**config.mk**
```make
export PLATFORM = sky130hd
export DESIGN_NAME = pipeline_stall_controller
export DESIGN_NICKNAME = d
export VERILOG_FILES = /design/src/rtl/pipeline_stall_controller_pkg.sv /design/src/rtl/load_use_compare.sv /design/src/rtl/pipeline_stall_controller.sv
export SDC_FILE = /design/constraint.sdc
export NUM_CORES = 1
export LEC_CHECK = 0
export ABC_AREA = 1
export CAP_MARGIN = 20
export CORE_ASPECT_RATIO = 0.9
export CORE_MARGIN = 5
export CORE_UTILIZATION = 35
export DETAILED_ROUTE_END_ITERATION = 6
export MAX_ROUTING_LAYER = met4
export SLEW_MARGIN = 20
export SYNTH_ARGS = -nofsm -noshare
export SYNTH_HDL_FRONTEND = slang
export SYNTH_SLANG_ARGS = --single-unit
export TNS_END_PERCENT = 50
```
**constraint.sdc**
```tcl
create_clock -name clk_i -period 2.6 [get_ports clk_i]
set_clock_uncertainty 0.2 [all_clocks]
set_input_delay 0.78 -clock clk_i [delete_from_list [all_inputs] [get_ports clk_i]]
set_output_delay 0.78 -clock clk_i [all_outputs]
set_load 0.01 [all_outputs]
```
**src/rtl/pipeline_stall_controller_pkg.sv**
```systemverilog
// Shared types and constants for the pipeline stall/flush sequencer.
// State encodings are fixed so the stage registers and debug logic can decode them.
package pipeline_stall_controller_pkg;

  localparam int REG_W = 5;
  localparam logic [REG_W-1:0] REG_X0 = '0;

  typedef enum logic [1:0] {
    ST_IDLE     = 2'd0,
    ST_RUN      = 2'd1,
    ST_MEM_WAIT = 2'd2,
    ST_ERROR    = 2'd3
  } state_e;

  typedef struct packed {
    logic pc_write;
    logic if_id_write;
    logic if_id_flush;
    logic id_ex_write;
    logic id_ex_bubble;
    logic ex_mem_write;
    logic mem_wb_bubble;
  } ctrl_t;

  localparam ctrl_t CTRL_OFF    = '{default: 1'b0};
  localparam ctrl_t CTRL_RUN    = '{pc_write: 1'b1, if_id_write: 1'b1, if_id_flush: 1'b0,
                                    id_ex_write: 1'b1, id_ex_bubble: 1'b0,
                                    ex_mem_write: 1'b1, mem_wb_bubble: 1'b0};
  localparam ctrl_t CTRL_FREEZE = '{pc_write: 1'b0, if_id_write: 1'b0, if_id_flush: 1'b0,
                                    id_ex_write: 1'b0, id_ex_bubble: 1'b0,
                                    ex_mem_write: 1'b0, mem_wb_bubble: 1'b1};

endpackage

```
**src/rtl/load_use_compare.sv**
```systemverilog
// Combinational load-use hazard detect between the load in EX and the sources in ID.
// A load targeting x0 never creates a dependency.
module load_use_compare
  import pipeline_stall_controller_pkg::*;
(
  input  logic             mem_read_i,
  input  logic [REG_W-1:0] rd_i,
  input  logic [REG_W-1:0] rs1_i,
  input  logic [REG_W-1:0] rs2_i,
  output logic             load_use_o
);

  assign load_use_o = mem_read_i && (rd_i != REG_X0) && ((rd_i == rs1_i) || (rd_i == rs2_i));

endmodule

```
**src/rtl/pipeline_stall_controller.sv**
```systemverilog
// Stall/flush sequencer: merges memory freeze, load-use and taken-branch hazards into
// per-stage enables, tracks memory-wait timeout and keeps saturating stall counters.
module pipeline_stall_controller
  import pipeline_stall_controller_pkg::*;
#(
  parameter int CNT_W       = 16,
  parameter int MEM_TIMEOUT = 255
) (
  input  logic             clk_i,
  input  logic             rst_i,
  input  logic             start_i,
  input  logic             ID_EX_MemRead_i,
  input  logic [REG_W-1:0] ID_EX_RegisterRd_i,
  input  logic [REG_W-1:0] IF_ID_RegisterRs1_i,
  input  logic [REG_W-1:0] IF_ID_RegisterRs2_i,
  input  logic             branch_taken_i,
  input  logic             EX_MEM_MemAccess_i,
  input  logic             dcache_ack_i,
  output logic             PCWrite_o,
  output logic             IF_ID_Write_o,
  output logic             IF_ID_Flush_o,
  output logic             ID_EX_Write_o,
  output logic             ID_EX_Bubble_o,
  output logic             EX_MEM_Write_o,
  output logic             MEM_WB_Bubble_o,
  output logic             error_o,
  output logic [CNT_W-1:0] loaduse_cnt_o,
  output logic [CNT_W-1:0] memwait_cnt_o
);

  localparam logic [CNT_W-1:0] CNT_MAX      = '1;
  localparam logic [CNT_W-1:0] TIMEOUT_LAST = CNT_W'(MEM_TIMEOUT - 1);

  state_e           state_q, state_d;
  logic [CNT_W-1:0] wait_q, wait_d;
  logic [CNT_W-1:0] loaduse_cnt_q, loaduse_cnt_d;
  logic [CNT_W-1:0] memwait_cnt_q, memwait_cnt_d;
  logic             error_q, error_d;
  logic             load_use;
  logic             freeze;
  ctrl_t            ctrl;

  load_use_compare u_load_use_compare (
    .mem_read_i (ID_EX_MemRead_i),
    .rd_i       (ID_EX_RegisterRd_i),
    .rs1_i      (IF_ID_RegisterRs1_i),
    .rs2_i      (IF_ID_RegisterRs2_i),
    .load_use_o (load_use)
  );

  assign freeze = ((state_q == ST_MEM_WAIT) && !dcache_ack_i)
               || ((state_q == ST_RUN) && EX_MEM_MemAccess_i && !dcache_ack_i);

  // Priority mux: freeze holds IF/ID and ID/EX, so load-use and branch are
  // naturally re-evaluated once the memory access completes.
  always_comb begin
    ctrl = CTRL_OFF;
    if ((state_q == ST_RUN) || (state_q == ST_MEM_WAIT)) begin
      if (freeze) begin
        ctrl = CTRL_FREEZE;
      end else if (load_use) begin
        ctrl              = CTRL_RUN;
        ctrl.pc_write     = 1'b0;
        ctrl.if_id_write  = 1'b0;
        ctrl.id_ex_bubble = 1'b1;
      end else if (branch_taken_i) begin
        ctrl             = CTRL_RUN;
        ctrl.if_id_flush = 1'b1;
      end else begin
        ctrl = CTRL_RUN;
      end
    end
  end

  always_comb begin
    state_d = state_q;
    wait_d  = wait_q;
    case (state_q)
      ST_IDLE: begin
        if (start_i) state_d = ST_RUN;
      end
      ST_RUN: begin
        if (EX_MEM_MemAccess_i && !dcache_ack_i) begin
          state_d = ST_MEM_WAIT;
          wait_d  = '0;
        end
      end
      ST_MEM_WAIT: begin
        if (dcache_ack_i) begin
          state_d = ST_RUN;
        end else if (wait_q == TIMEOUT_LAST) begin
          state_d = ST_ERROR;
        end else begin
          wait_d = wait_q + 1'b1;
        end
      end
      default: state_d = ST_ERROR;
    endcase
  end

  always_comb begin
    loaduse_cnt_d = loaduse_cnt_q;
    memwait_cnt_d = memwait_cnt_q;
    error_d       = error_q || (state_d == ST_ERROR);
    if ((state_q == ST_RUN) && load_use && !freeze && (loaduse_cnt_q != CNT_MAX))
      loaduse_cnt_d = loaduse_cnt_q + 1'b1;
    if (freeze && (memwait_cnt_q != CNT_MAX))
      memwait_cnt_d = memwait_cnt_q + 1'b1;
  end

  always_ff @(posedge clk_i or posedge rst_i) begin
    if (rst_i) begin
      state_q       <= ST_IDLE;
      wait_q        <= '0;
      loaduse_cnt_q <= '0;
      memwait_cnt_q <= '0;
      error_q       <= 1'b0;
    end else begin
      state_q       <= state_d;
      wait_q        <= wait_d;
      loaduse_cnt_q <= loaduse_cnt_d;
      memwait_cnt_q <= memwait_cnt_d;
      error_q       <= error_d;
    end
  end

  assign PCWrite_o       = ctrl.pc_write;
  assign IF_ID_Write_o   = ctrl.if_id_write;
  assign IF_ID_Flush_o   = ctrl.if_id_flush;
  assign ID_EX_Write_o   = ctrl.id_ex_write;
  assign ID_EX_Bubble_o  = ctrl.id_ex_bubble;
  assign EX_MEM_Write_o  = ctrl.ex_mem_write;
  assign MEM_WB_Bubble_o = ctrl.mem_wb_bubble;
  assign error_o         = error_q;
  assign loaduse_cnt_o   = loaduse_cnt_q;
  assign memwait_cnt_o   = memwait_cnt_q;

endmodule
```
==> out/metrics.cfg, run 1 <==
[cells_and_area]
layout-drive-gt1-share_pct = 18.7
num-nets-final = 602
design_area_um2 = 4490
fin_cells = 698
n_fill_cell = 997
multi_input_area_um2 = 1910
antenna_cells = 0
regArea_um2 = 1280
area_growth_pct = 30.9

[floorplanning]
dieArea_um2 = 11900
io_pins = 62
die_h_um = 104
rows = 34
core_area_um2 = 9610
die_w_um = 114
floorplan.initialDensity_pct = 35.7

[setup_path]
r2r-start = state_q[0]$_DFF_PP0_
cp_max_fo = 3
cp.arrival_ns = 1.66
crit_path_start = IF_ID_RegisterRs2_i[0]
critical_path_required_ns = 1.62
worst-r2r-setup-slack_ns = 0.54
critPathKind = input pin to output port
r2r_cells = 10
critPathCaptureType = output port
cp-start-kind = input pin

[timing]
hold_viol = 0
layout_setup_ws_ns = -0.0417
setup_viol = 1
tightest_slew_ns = 0.417
slew_viol_final = 0
fin_setup_tns_ns = -0.0417
max_slew_margin_pct = 72.0
fin_crit_ns = 2.64
clock.fmax_ghz = 0.379
min_period_over_period_pct = 102
rsz0062_at_grt = true

[clocking]
clk_path_buf_depth = 2
htreeDepth = 2
clock_latency_ns = 0.30
path_clk_slew_ns = 0.09
cts_tree = done
numCtsBuffers = 5
root_buffer = clkbuf_8
cts_hold_buf = 0
clock_sinks = 51

[routing]
ant_nets = 0
viasPerCell = 4.69
wl_per_cell_um = 12.1
drt_iter0_markers = 152
firstDrtPassIters = 4
route.detailed.drc = 0
via_count = 3271
wirelength_mm = 8.47

[min_path]
min_from = error_o$_DFF_PP0_
holdPathStages = 2
hold_path_class = flop to flop

[global_route]
met2_usage_pct = 23.7
top_usage_layer = met2
grt_util_met1_pct = 20.0
use_met3_pct = 2.79
grt_pass1_wl_mm = 14.6
grt_pass1_vias = 3195
grt_max_degree = 21
antenna_found_initial = 0
grt-ovfl-total = 0
grt_usage_pct = 14.9

[yosys]
ys_warn_count = 0
yosysSeqAreaShare_pct = 37.2
synth-seq-cells = 51
syn_nets = 515
synthAdderAreaFrac_pct = 2.92
synth-compound-area-share_pct = 3.94
synth.top_cell.area_share_pct = 37.2
synth_simple_gate_area_share_pct = 37.8
synth_area_leaders = dfrtp_1 37%, nand2_1 18%, xor2_1 5.9%
synth_area_um2 = 3430
muxShareOfSynthArea_pct = 0
postSynthCellCount = 485
synth_xor_area_share_pct = 8.94
synth_area_leader_cell = dfrtp_1
syn_area_per_cell_um2 = 7.07
synth_top_family_by_area = simple AND/OR/NAND/NOR gates
synth_cell_types = 29

[placed_design]
gp_congestion = 0.896
place_ws_ns = -0.850
dp_cells = 680
portBuffers = 61
place_area_um2 = 4290
dpl.hpwl_mm = 6.46

[job]
drv_cap = 0

[power_and_ir_drop]
power-per-cell-area_nw_per_um2 = 619
p_leak_nw = 2.15
p_total_w = 0.00278
peakVddDrop_mv = 0.343

[run_status]
violations = setup timing
status = finished, violations left

-- critical path, stage by stage --
cell     delay, ns
buf_8         0.10
nor2_4        0.09
nor2_2        0.04
nor2_1        0.10
nand3_1       0.12
nand2_2       0.09
nand2_2       0.06
and3_1        0.13
buf_2         0.14
-- where the power goes --
part | leakage, nW | switching, W | internal, W
clock network | 0.0440 | 0.000263 | 0.000185
registers | 0.675 | 0.000129 | 0.000894
logic | 1.44 | 0.000718 | 0.000590
-- state kept, by name, summed over array words and instances, names as in the netlist --
register,flops
error_o,1
memwait_cnt_o,16
state_q,2
wait_q,16
loaduse_cnt_o,16
-- final timing paths --
check                                           endpoint
max reg2reg                loaduse_cnt_o[14]$_DFFE_PP0P_
min                                    error_o$_DFF_PP0_
max                                        IF_ID_Flush_o
min in group asynchronous          wait_q[0]$_DFFE_PP0P_
max in group asynchronous  memwait_cnt_o[12]$_DFFE_PP0P_
min reg2reg                            error_o$_DFF_PP0_
-- cell usage after synthesis --
| cell | n |
|---|---|
| inv_2 | 8 |
| nand3_1 | 34 |
| nand3_2 | 3 |
| o21ai_1 | 13 |
| o21ai_0 | 10 |
| xor2_1 | 23 |
| buf_4 | 4 |
| nand2_1 | 164 |
| nor2_4 | 1 |
| and3_1 | 1 |
| nand2_4 | 1 |
| clkinv_1 | 1 |
| ha_1 | 8 |
| nand4_2 | 1 |
| buf_2 | 1 |
| nand3b_1 | 2 |
| buf_6 | 4 |
| a21oi_1 | 4 |
| dfrtp_1 | 51 |
| or2_2 | 2 |
| nand2_2 | 5 |
| nand4_1 | 18 |
| inv_1 | 53 |
| nor2_1 | 45 |
| nor2_2 | 2 |
| xnor2_1 | 12 |
| nor3_2 | 4 |
| clkbuf_1 | 1 |
| nor3_1 | 9 |
-- layout make-up --
type                            count  share of cell area (%)
Tap cell                          126                    3.51
Sequential cell                    51                    28.4
Inverter                           62                    5.35
Timing Repair Buffer               90                    18.3
Clock inverter                      2                   0.307
Multi-Input combinational cell    362                    42.5
Clock buffer                        5                    1.53
-- per-stage QoR --
| stage | hold WS (ns) | util [%] |
|---|---|---|
| after floorplan | 0.274 | - |
| after global placement | 0.249 | 44.6 |
| after detailed placement | 0.257 | 44.6 |
| after CTS | 0.279 | 45.5 |
| after global routing | 0.310 | 46.7 |
| final | 0.268 | 46.7 |
-- per-layer routing --
metal	up-vias	share of wire (%)	routed length (um)
met5	-	0	0
met4	0	1.2	103
met3	8	1.8	156
met2	39	48	4100
met1	1535	49	4110
li1	1689	-	-
-- cell families after synthesis --
logic type,Yosys count
AO/OA/AOI/OAI,27
buffers and inverters,72
AND/OR/NAND/NOR,292
flip-flops,51
adder cells (fa/ha/maj),8
XOR/XNOR,35
-- what timing repair did --
action                     4_1_cts  5_1_grt
gates resized for setup        104       30
gates cloned                     0        1
setup endpoints to repair        7       21
setup buffers                    9        2
hold endpoints to repair         0        0
pin swaps                       24       16
-- placed cells by master (no fill, tap or decap), types with 2 or more instances in the layout --
cell               n
nand3_1           32
nand2_1          155
nand4_1           18
buf_12             2
ha_1               8
clkdlybuf4s15_1    2
xnor2_1           12
inv_1             48
dfrtp_1           51
nor2_1            41
inv_2             11
or2_2              2
nor2_2             4
nand2_2           14
buf_2             13
inv_4              3
xor2_1            23
nor2_4             3
buf_8              4
nor3_2             4
clkdlybuf4s50_1   36
o21ai_0            9
nor3_1             9
buf_6              3
nand3_2            4
a21oi_1            4
nand3b_1           2
o21ai_1           13
buf_4             28
clkbuf_8           5
Power figures use the tool's default switching activity.
==> inputs of run 2 (changes only) <==
Settings changed: CORE_UTILIZATION 35 to 40.
==> out/metrics.cfg, run 2 (synthesis results as in run 1) <==
[run_status]
status = finished, violations left
violations = setup timing

[routing]
ant_nets = 0
wl_per_cell_um = 12.3
drt_iter0_markers = 92
wirelength_mm = 8.50
viasPerCell = 4.69
route.detailed.drc = 0
via_count = 3238
firstDrtPassIters = 4

[power_and_ir_drop]
power-per-cell-area_nw_per_um2 = 631
p_sw_share_pct = 40.6
netSwitchingPower_w = 0.00116
p_clk_share_pct = 17.2
peakVddDrop_mv = 0.320
p_int_w = 0.00171
p_seq_share_pct = 35.8
p_comb_share_pct = 47.0
p_leak_nw = 2.16

[global_route]
grt_pass1_vias = 3113
grt_util_met1_pct = 23.2
met2_usage_pct = 27.1
top_usage_layer = met2
antenna_found_initial = 0
grt_max_degree = 52
use_met3_pct = 2.64
grt-ovfl-total = 0
grt_pass1_wl_mm = 14.6
grt_usage_pct = 17.0

[floorplanning]
floorplan.initialDensity_pct = 40.4
io_pins = 62
rows = 32
dieArea_um2 = 10500
die_w_um = 108
die_h_um = 97.8
core_area_um2 = 8490

[timing]
min_period_over_period_pct = 100
rsz0062_at_grt = true
fin_setup_tns_ns = -0.00786
max_slew_margin_pct = 71.8
hold_viol = 0
layout_setup_ws_ns = -0.00786
slew_viol_final = 0
setup_viol = 1
hold_slack_ns = 0.271
fin_crit_ns = 2.61
clock.fmax_ghz = 0.383
tightest_slew_ns = 0.419

[clocking]
clock_sinks = 51
numCtsBuffers = 5
clk_path_buf_depth = 2
clock_latency_ns = 0.31
cts_tree = done
cts_hold_buf = 0
htreeDepth = 2
path_clk_slew_ns = 0.10
root_buffer = clkbuf_8

[cells_and_area]
final_cell_mix = 154 x nand2_1, 51 x dfrtp_1, 44 x inv_1
area_growth_pct = 32.7
num-nets-final = 601
final_core_util_pct = 53.6
antenna_cells = 0
layout-drive-gt1-share_pct = 20.1
layout_commonest_cell = nand2_1

[setup_path]
critPathCaptureType = output port
critPathKind = input pin to output port
critical_path_required_ns = 1.62
cp_max_fo = 3
worst-r2r-setup-slack_ns = 0.52
crit_slowest_cell = and3_4
path_cells = buf_6, nor2_4, nor2_1, nor2_1, nand3_1, nand2_2, nand2_4, and3_4, buf_6
cp.arrival_ns = 1.63
slowest_delay_ns = 0.14
cp-start-kind = input pin

[job]
drv_cap = 0

[placed_design]
dpl.hpwl_mm = 6.23
portBuffers = 61
gp_congestion = 0.901
place_ws_ns = -0.867

[min_path]
hold_path_class = flop to flop

## run 2: changes by cell type in the layout (fill, tap and decap cells not counted), sizes merged
cell,before,now
buf,50,49
clkbuf,6,7
clkdlybuf4s15,2,1
clkinvlp,0,1
clkinv,2,3
inv,62,61
## run 2: metal layers
layer	vias up	part of all wire [%]
li1	1690	-
met1	1506	49
met2	36	48
met3	6	2.2
met4	0	0.94
met5	-	0
## run 2: what timing repair did
| item | in CTS | in global routing |
|---|---|---|
| gates cloned | 0 | 1 |
| setup buffers | 9 | 2 |
| setup endpoints to repair | 7 | 23 |
| pin swaps | 27 | 26 |
| resized for setup | 112 | 39 |
## run 2: worst max-delay path, delay by kind of cell
family | cells | cell delay, ns
and+or+nand+nor | 7 | 0.63
buffers and inverters | 2 | 0.22
## run 2: power groups by stage
stage	clock network, W	logic (W)	registers, W
floorplan	0	0.000751	0.00105
global placement	0	0.00131	0.00104
detailed placement	0	0.00132	0.00104
CTS	0.000519	0.00128	0.00103
global route	0.000551	0.00149	0.00105
finish	0.000492	0.00135	0.00103
## run 2: cell type report
cell class	instances	area, um2
Fill cell	854	3940
Sequential cell	51	1280
Multi-Input combinational cell	362	1940
Clock buffer	5	68.8
Inverter	62	244
Tap cell	119	149
Timing Repair Buffer	89	847
Clock inverter	3	27.5
## run 2: final timing paths
kind	startpoint	endpoint	depth (start not counted)
min in group asynchronous	rst_i	memwait_cnt_o[10]$_DFFE_PP0P_	3
setup reg to reg	state_q[0]$_DFF_PP0_	loaduse_cnt_o[3]$_DFFE_PP0P_	10
setup / recovery	IF_ID_RegisterRs2_i[0]	IF_ID_Flush_o	9
hold / removal	error_o$_DFF_PP0_	error_o$_DFF_PP0_	2
hold reg to reg	error_o$_DFF_PP0_	error_o$_DFF_PP0_	2
max in group asynchronous	rst_i	loaduse_cnt_o[15]$_DFFE_PP0P_	3
## run 2: per-stage QoR
step / area, um2 / total power [W] / cells
after floorplan: 3430 / 0.00180 / 485
after global placement: 4290 / 0.00234 / 672
after detailed placement: 4290 / 0.00236 / 672
after CTS: 4410 / 0.00283 / 689
after global routing: 4550 / 0.00309 / 691
final: 4550 / 0.00287 / 691
